<file path="config.mk">
export PLATFORM = sky130hd
export DESIGN_NAME = rr_mux_pipe
export DESIGN_NICKNAME = d
export VERILOG_FILES = /design/src/rtl/rvv_mux_pkg.sv /design/src/rtl/rr_pick.sv /design/src/rtl/rr_mux_pipe.sv
export SDC_FILE = /design/constraint.sdc
export NUM_CORES = 1
export LEC_CHECK = 0
export ABC_AREA = 1
export BUFFER_PORTS_ARGS = -buffer_cell sky130_fd_sc_hd__buf_2
export CAP_MARGIN = 25
export CORE_AREA = 2 2 124 126
export DETAILED_ROUTE_END_ITERATION = 16
export DIE_AREA = 0 0 126 128
export PLACE_DENSITY_LB_ADDON = 0.08
export RECOVER_POWER = 50
export SLEW_MARGIN = 30
export SYNTH_ARGS = -nofsm -noshare
export SYNTH_HDL_FRONTEND = slang
export SYNTH_SLANG_ARGS = --single-unit
</file>
<file path="constraint.sdc">
create_clock -name clk -period 3.6 [get_ports clk]
set_input_delay 0.36 -clock clk [delete_from_list [all_inputs] [get_ports clk]]
set_output_delay 0.36 -clock clk [all_outputs]
set_load 0.005 [all_outputs]
</file>
<file path="src/rtl/rvv_mux_pkg.sv">
// Shared types and limits for the round-robin / static output multiplexer.
package rvv_mux_pkg;

  typedef enum logic {
    MUX_RR     = 1'b0,
    MUX_STATIC = 1'b1
  } mux_mode_e;

  localparam int unsigned MUX_MAX_NUM = 16;

endpackage

</file>
<file path="src/rtl/rr_pick.sv">
// Combinational round-robin picker: first set request at or above ptr, wrapping to 0.
module rr_pick #(
  parameter  int unsigned NUM  = 8,
  localparam int unsigned SELW = $clog2(NUM)
) (
  input  logic [NUM-1:0]  req,
  input  logic [SELW-1:0] ptr,
  output logic [SELW-1:0] gnt_idx,
  output logic            found
);

  // One spare bit so ptr + k can exceed NUM-1 before the wrap subtraction.
  localparam logic [SELW:0] NumW = (SELW + 1)'(NUM);

  logic [SELW:0] cand;

  always_comb begin
    found   = 1'b0;
    gnt_idx = '0;
    cand    = '0;
    for (int k = 0; k < int'(NUM); k++) begin
      cand = {1'b0, ptr} + (SELW + 1)'(k);
      if (cand >= NumW) begin
        cand = cand - NumW;
      end
      if (!found && req[cand[SELW-1:0]]) begin
        found   = 1'b1;
        gnt_idx = cand[SELW-1:0];
      end
    end
  end

endmodule

</file>
<file path="src/rtl/rr_mux_pipe.sv">
// N-to-1 multiplexer with round-robin or static selection feeding a single
// full-throughput output register with valid/ready handshakes.
module rr_mux_pipe
  import rvv_mux_pkg::*;
#(
  parameter  int unsigned WIDTH = 32,
  parameter  int unsigned NUM   = 8,
  localparam int unsigned SELW  = $clog2(NUM)
) (
  input  logic                 clk,
  input  logic                 rst,
  input  logic                 mode,
  input  logic [SELW-1:0]      sel,
  input  logic [NUM-1:0]       in_valid,
  input  logic [NUM*WIDTH-1:0] in_data,
  output logic [NUM-1:0]       in_ready,
  output logic                 out_valid,
  output logic [WIDTH-1:0]     out_data,
  output logic [SELW-1:0]      out_idx,
  input  logic                 out_ready
);

  localparam int unsigned   PadN    = 2 ** SELW;
  localparam logic [SELW-1:0] LastIdx = SELW'(NUM - 1);

  mux_mode_e       mode_e;
  logic            ld;
  logic [SELW-1:0] ptr;
  logic [SELW-1:0] rr_idx;
  logic            rr_found;
  logic [PadN-1:0] valid_pad;
  logic [SELW-1:0] grant_idx;
  logic            grant_found;
  logic            xfer;

  assign mode_e = mux_mode_e'(mode);
  assign ld     = !out_valid || out_ready;

  // Out-of-range static indices land on zero padding, so they never grant.
  assign valid_pad = PadN'(in_valid);

  rr_pick #(
    .NUM (NUM)
  ) u_pick (
    .req     (in_valid),
    .ptr     (ptr),
    .gnt_idx (rr_idx),
    .found   (rr_found)
  );

  always_comb begin
    grant_idx   = rr_idx;
    grant_found = rr_found;
    if (mode_e == MUX_STATIC) begin
      grant_idx   = sel;
      grant_found = valid_pad[sel];
    end
    xfer     = ld && grant_found && !rst;
    in_ready = '0;
    if (xfer) begin
      in_ready[grant_idx] = 1'b1;
    end
  end

  always_ff @(posedge clk) begin
    if (rst) begin
      out_valid <= 1'b0;
      out_data  <= '0;
      out_idx   <= '0;
      ptr       <= '0;
    end else begin
      if (xfer) begin
        out_valid <= 1'b1;
        out_data  <= in_data[grant_idx*WIDTH +: WIDTH];
        out_idx   <= grant_idx;
        if (mode_e == MUX_RR) begin
          ptr <= (grant_idx == LastIdx) ? '0 : grant_idx + 1'b1;
        end
      end else if (out_ready) begin
        out_valid <= 1'b0;
      end
    end
  end

endmodule

</file>
======== Word level (Yosys, flattened, before mapping) ========
Cells that the tools add are included.
storage, ports and cells
  output and inout bits ................... 44
  register bits ........................... 39
operators by class
  $lt $le $gt $ge ......................... 19
  multiplexer cells ....................... 50
  bitwise operators ....................... 1
  $add $sub $neg .......................... 16
  reduce and logical (&&, ||, !) cells .... 22
  shifts and indexed selects .............. 1
  eq/ne operators ......................... 1
operator list
  cell                   number
  $shiftx A256 B9 Y32    1
  $mux W3                18
  $lt A3 B4 Y1 const B   10
  $ge A4 B4 Y1 const B   7
  $bmux W1 S3            9
  $sub A3 B1 Y3 const B  8
  $mux W1                21
  $add A3 B3 Y4 const B  4
  $logic_and A1 B1 Y1    10
  $logic_not A1 Y1       9
  $add A3 B2 Y4 const B  2
  $mux W8                1
  $add A3 B1 Y4 const B  1
  $ge A3 B4 Y1 const B   1
  $add A3 B1 Y3 const B  1
  $demux W1 S3           1
  $eq A3 B3 Y1 const B   1
  $ge A3 B1 Y1 const B   1
  $reduce_and A2 Y1      1
  $reduce_bool A2 Y1     1
  $logic_or A1 B1 Y1     1
  $not A1 Y1             1

======== Logic depth before layout (Yosys ltp) ========
  depth after elaboration ................. 32
  depth in mapped cells ................... 26
  depth with buffers taken out ............ 23

======== By module ========
From an unflattened synthesis, not the netlist that was laid out.
unflattened totals
  cell total of the unflattened synthesis .. 1059
  area, all modules ....................... 5452.7 um^2
modules (own cells, without submodules)
  module       sequential area each (um^2)  area each (um^2)  cells each  times used
  rr_mux_pipe  780.7                        4742.0            922         1
  rr_pick      0.0                          710.7             137         1

======== Worst setup path after synthesis ========
OpenSTA, ideal clock, no wires.
  path type ............................... register -> output
  start point ............................. register ptr[1]
  end point ............................... output in_ready[4]
  setup slack ............................. 0.618 ns
  stages on the path, launching flop included .. 20
  data arrival time ....................... 2.622 ns
  path buffers ............................ 2
  cell sequence ........................... dfxtp_1 > buf_6 > inv_2 > ha_1 > inv_2 > nand3_1 > nand3_1 > nand2_2 > nor2_4 > nand4_4 > nor2_4 > nand3_2 > nand3_1 > nand2_1 > nand2_1 > inv_1 > nor2_2 > buf_2 > inv_1 > nor2_1
on the way
  cells in the longest elaborated chain, start to end .. 32
RTL lines
  what                                                                    RTL line           RTL
  start, declared                                                         rr_mux_pipe.sv:28  logic [SELW-1:0] ptr;
  start signal, assigned                                                  rr_mux_pipe.sv:77  ptr <= (grant_idx == LastIdx) ? '0 : grant_idx + 1'b1;
  parallel branches: the longest is 31 deep, another holds $add A3 B1 Y4  --
  $mux W8 (*)                                                             rr_mux_pipe.sv:60  if (xfer) begin
  end, declared                                                           rr_mux_pipe.sv:16  output logic [NUM-1:0] in_ready,
Mark *: on every way between the ends. The select of a mux whose other input is x is not followed.

======== Final worst setup path ========
  start point ............................. register ptr[0]
  end point ............................... output in_ready[7]
Same word-level chain as after synthesis.

==> results.sh <==
export IMPL_p_per_area_mw_per_mm2=356.1
export IMPL_hpwl_mm=16.26
export IMPL_vias=7437
export IMPL_post_synth_top_count_cell="nand2_1"
export IMPL_tns_ps=0
export IMPL_viasPerCell=4.820
export IMPL_tightest_slew_ps=628.3
export IMPL_nets=1625
export IMPL_power_leakage_nw=4.491
export IMPL_initial_core_util_pct=35.51
export IMPL_critPathKind="flop to output port"
export IMPL_finalWeightedCongestion=0.9286
export IMPL_startpoint_type="flop"
export IMPL_insertion_delay_ps=290
export IMPL_vdd_drop_max_uv=220.5
export IMPL_post_drt_wl_per_cell_um=14.09
export IMPL_cts_buffer_depth=2
export IMPL_clock_skew_ps=4.092
export IMPL_rsz0062_at_grt="true"
export IMPL_fin_cells=1543
export IMPL_grt_pass1_wl_mm=33.80
export IMPL_core_area_sq_mm=0.01486
export IMPL_synth_ff_latch_count=39
export IMPL_dpl_cell_area_sq_mm=0.006915
export IMPL_holdBufCountCts=0
export IMPL_antenna_found_initial=4
export IMPL_clkPwrFrac_pct=20.5
export IMPL_synth_top_cell_area_share_pct=45.08
export IMPL_final_cell_area_sq_mm=0.007146
export IMPL_p_sw_share_pct=46.59
export IMPL_groute_usage_overall_pct=25.48
export IMPL_worstPathArrival_ps=3040
export IMPL_grt_pass1_vias=6733
export IMPL_fmax_mhz=294.5
export IMPL_htreeDepth=2
export IMPL_synthTopCellsByCount="nand2_1 (634), nand3_1 (191), inv_1 (54), dfxtp_1 (39), buf_2 (34)"
export IMPL_cts_tree="done"
export IMPL_seqPwrFrac_pct=20.3
export IMPL_grt_max_degree=125
export IMPL_cts_sinks=39
export IMPL_hold_path_class="primary input to flop"
export IMPL_rr_startpoint="ptr[0]$_SDFFE_PP0P_"
export IMPL_maxSlewViolCount=0
export IMPL_fin_crit_sh_pct=94.32
export IMPL_drt_iter0_drc=478
export IMPL_slowest_stage="dfxtp_1"
export IMPL_rows=45
export IMPL_synthCells=1076
export IMPL_synth_area_sq_mm=0.005279
export IMPL_path_max_fanout=16
export IMPL_synthFlopType="dfxtp_1"
export IMPL_io_pins=315
export IMPL_hp_start="rst"
export IMPL_drive_gt1_share_pct=25.79
export IMPL_power_switching_mw=1.186
export IMPL_critPathCaptureType="output port"
export IMPL_crit_start="ptr[0]$_SDFFE_PP0P_"
export IMPL_setup_viol=0
export IMPL_ant_nets=0
export IMPL_syn_area_per_cell_sq_um=4.906
export IMPL_numCtsBuffers=5
export IMPL_cp_slowest_stage_delay_ps=370
export IMPL_crit_chain="inv_4 > ha_2 > inv_4 > nand3_1 > nand3_1 > nand2_2 > nor2_4 > nand4_4 > nor2_4 > nand3_2 > nand2_1 > nand2_1 > nand3_4 > nand2_8 > nor2_4 > inv_1 > nor2_1 > buf_2"
export IMPL_post_place_ws_ps=335.7
export IMPL_crit_top_cell="nor2_4"
export IMPL_hold_viol=0
export IMPL_dieHeight_um=128
export IMPL_fin_ws_ps=204.4
export IMPL_die_area_sq_mm=0.01613
export IMPL_comb_power_share_pct=59.2
export IMPL_wl_mm=21.74
export IMPL_synth_edf_count=0
export IMPL_grt_overflow_total=0
export IMPL_power_internal_mw=1.359
export IMPL_cts_clk_slew_worst_paths_ps=60
export IMPL_slew_headroom_pct=58.11
export IMPL_netlist_top_cells_area="nand2_1 (45%), nand3_1 (18%), dfxtp_1 (15%)"
export IMPL_dp_cells=1526
export IMPL_synth_area_leader_cell="nand2_1"
export IMPL_drc=0
export IMPL_outcome="finished clean"
export IMPL_synthDistinctLibCells=35
export IMPL_final_min_clock_period_ps=3396
export IMPL_port_buffers=314
export IMPL_fillers=1736
export IMPL_cap_viol_max_count=0
export IMPL_area_growth_pct=35.36
export IMPL_yosys_warnings=0
export IMPL_required_ps=3240
export IMPL_cts_root_buf="clkbuf_16"
export IMPL_synth_fp_nets=1349
export IMPL_fin_util_pct=48.07
export IMPL_async_reset_ff_share_pct=0
export IMPL_seq_area_frac_synth_pct=14.79
export IMPL_die_width_um=126
export IMPL_firstDrtPassIters=5
[critical path: cells and delay by family, from the launching register on]
kind | cells | cell delay (ps)
adders and majority gates | 1 | 340
buffers and inverters | 4 | 400
DFF | 1 | 370
and+or+nand+nor | 13 | 1610
[cell families after synthesis]
logic type                 after synthesis  synth area share (%)
and+or+nand+nor                        870                 68.97
adders and majority gates                2                0.4740
AOI/OAI and AO/OA                       25                 2.607
buffers and inverters                  135                 11.90
xor gates and xnor gates                 5                 1.256
DFF                                     39                 14.79
[layout by cell type, fill, tap and decap left out, drive strengths merged]
master	n
o21ai	10
a31oi	1
a21oi	9
nor3	2
clkinv	5
o22ai	1
ha	2
xnor2	2
o21bai	1
clkbuf	38
o211ai	2
nor2	26
inv	63
nand4	5
nand2	639
a22oi	1
diode	2
dfxtp	39
buf	304
nand3	198
nor4	1
xor2	3
bufinv	1
[power groups by stage]
stage	sequential [mW]	combinational (mW)	clock (mW)
3_5_place_dp	0.524	1.48	0
4_1_cts	0.515	1.48	0.538
2_1_floorplan	0.520	1.02	0
5_1_grt	0.522	1.72	0.548
3_3_place_gp	0.524	1.49	0
6_report	0.517	1.51	0.521
[area by class of cell]
| type | count | area [sq um] | area share, % |
|---|---|---|---|
| sequential | 39 | 780.7 | 10.93 |
| multi-input combinational | 903 | 3930 | 55.00 |
| clock buffer | 5 | 125.1 | 1.751 |
| inverter | 66 | 252.7 | 3.537 |
| antenna | 2 | 5.005 | 0.07004 |
| tap | 188 | 235.2 | 3.292 |
| clock inverter | 3 | 43.79 | 0.6129 |
| timing repair buffer | 337 | 1773 | 24.81 |
[timing repair]
item,CTS,global route
buffers inserted,0,6
resized for setup,0,10
setup endpoints to repair,0,39
[final timing paths]
path	end	slack, ps	depth (start not counted)
worst max-delay path	in_ready[7]	200	18
worst min-delay path	out_valid$_SDFFE_PP0P_	320	2
worst max register to register	out_data[15]$_SDFFE_PP0P_	300	22
worst min register to register	out_idx[2]$_SDFFE_PP0P_	520	2
[per-stage QoR]
stage | total power, mW | hold slack, ps
6_report | 2.544 | 320.5
5_1_grt | 2.786 | 330.8
4_1_cts | 2.538 | 306.6
3_5_place_dp | 2.002 | 491.9
3_3_place_gp | 2.013 | 479.5
2_1_floorplan | 1.540 | 429.1
[routing by layer]
metal | vias up | share of wire, % | track usage, %
met1 | 3218 | 43 | 32.48
met3 | 30 | 6.7 | 4.090
met5 | - | 0.11 | 0
li1 | 3904 | - | -
met4 | 4 | 1.8 | 6.787
met2 | 281 | 48 | 44.72
[state kept, by name (all words and copies together) (netlist names)]
name	count
out_idx	3
out_data	32
ptr	3
out_valid	1
(Power assumes the default switching activity.)
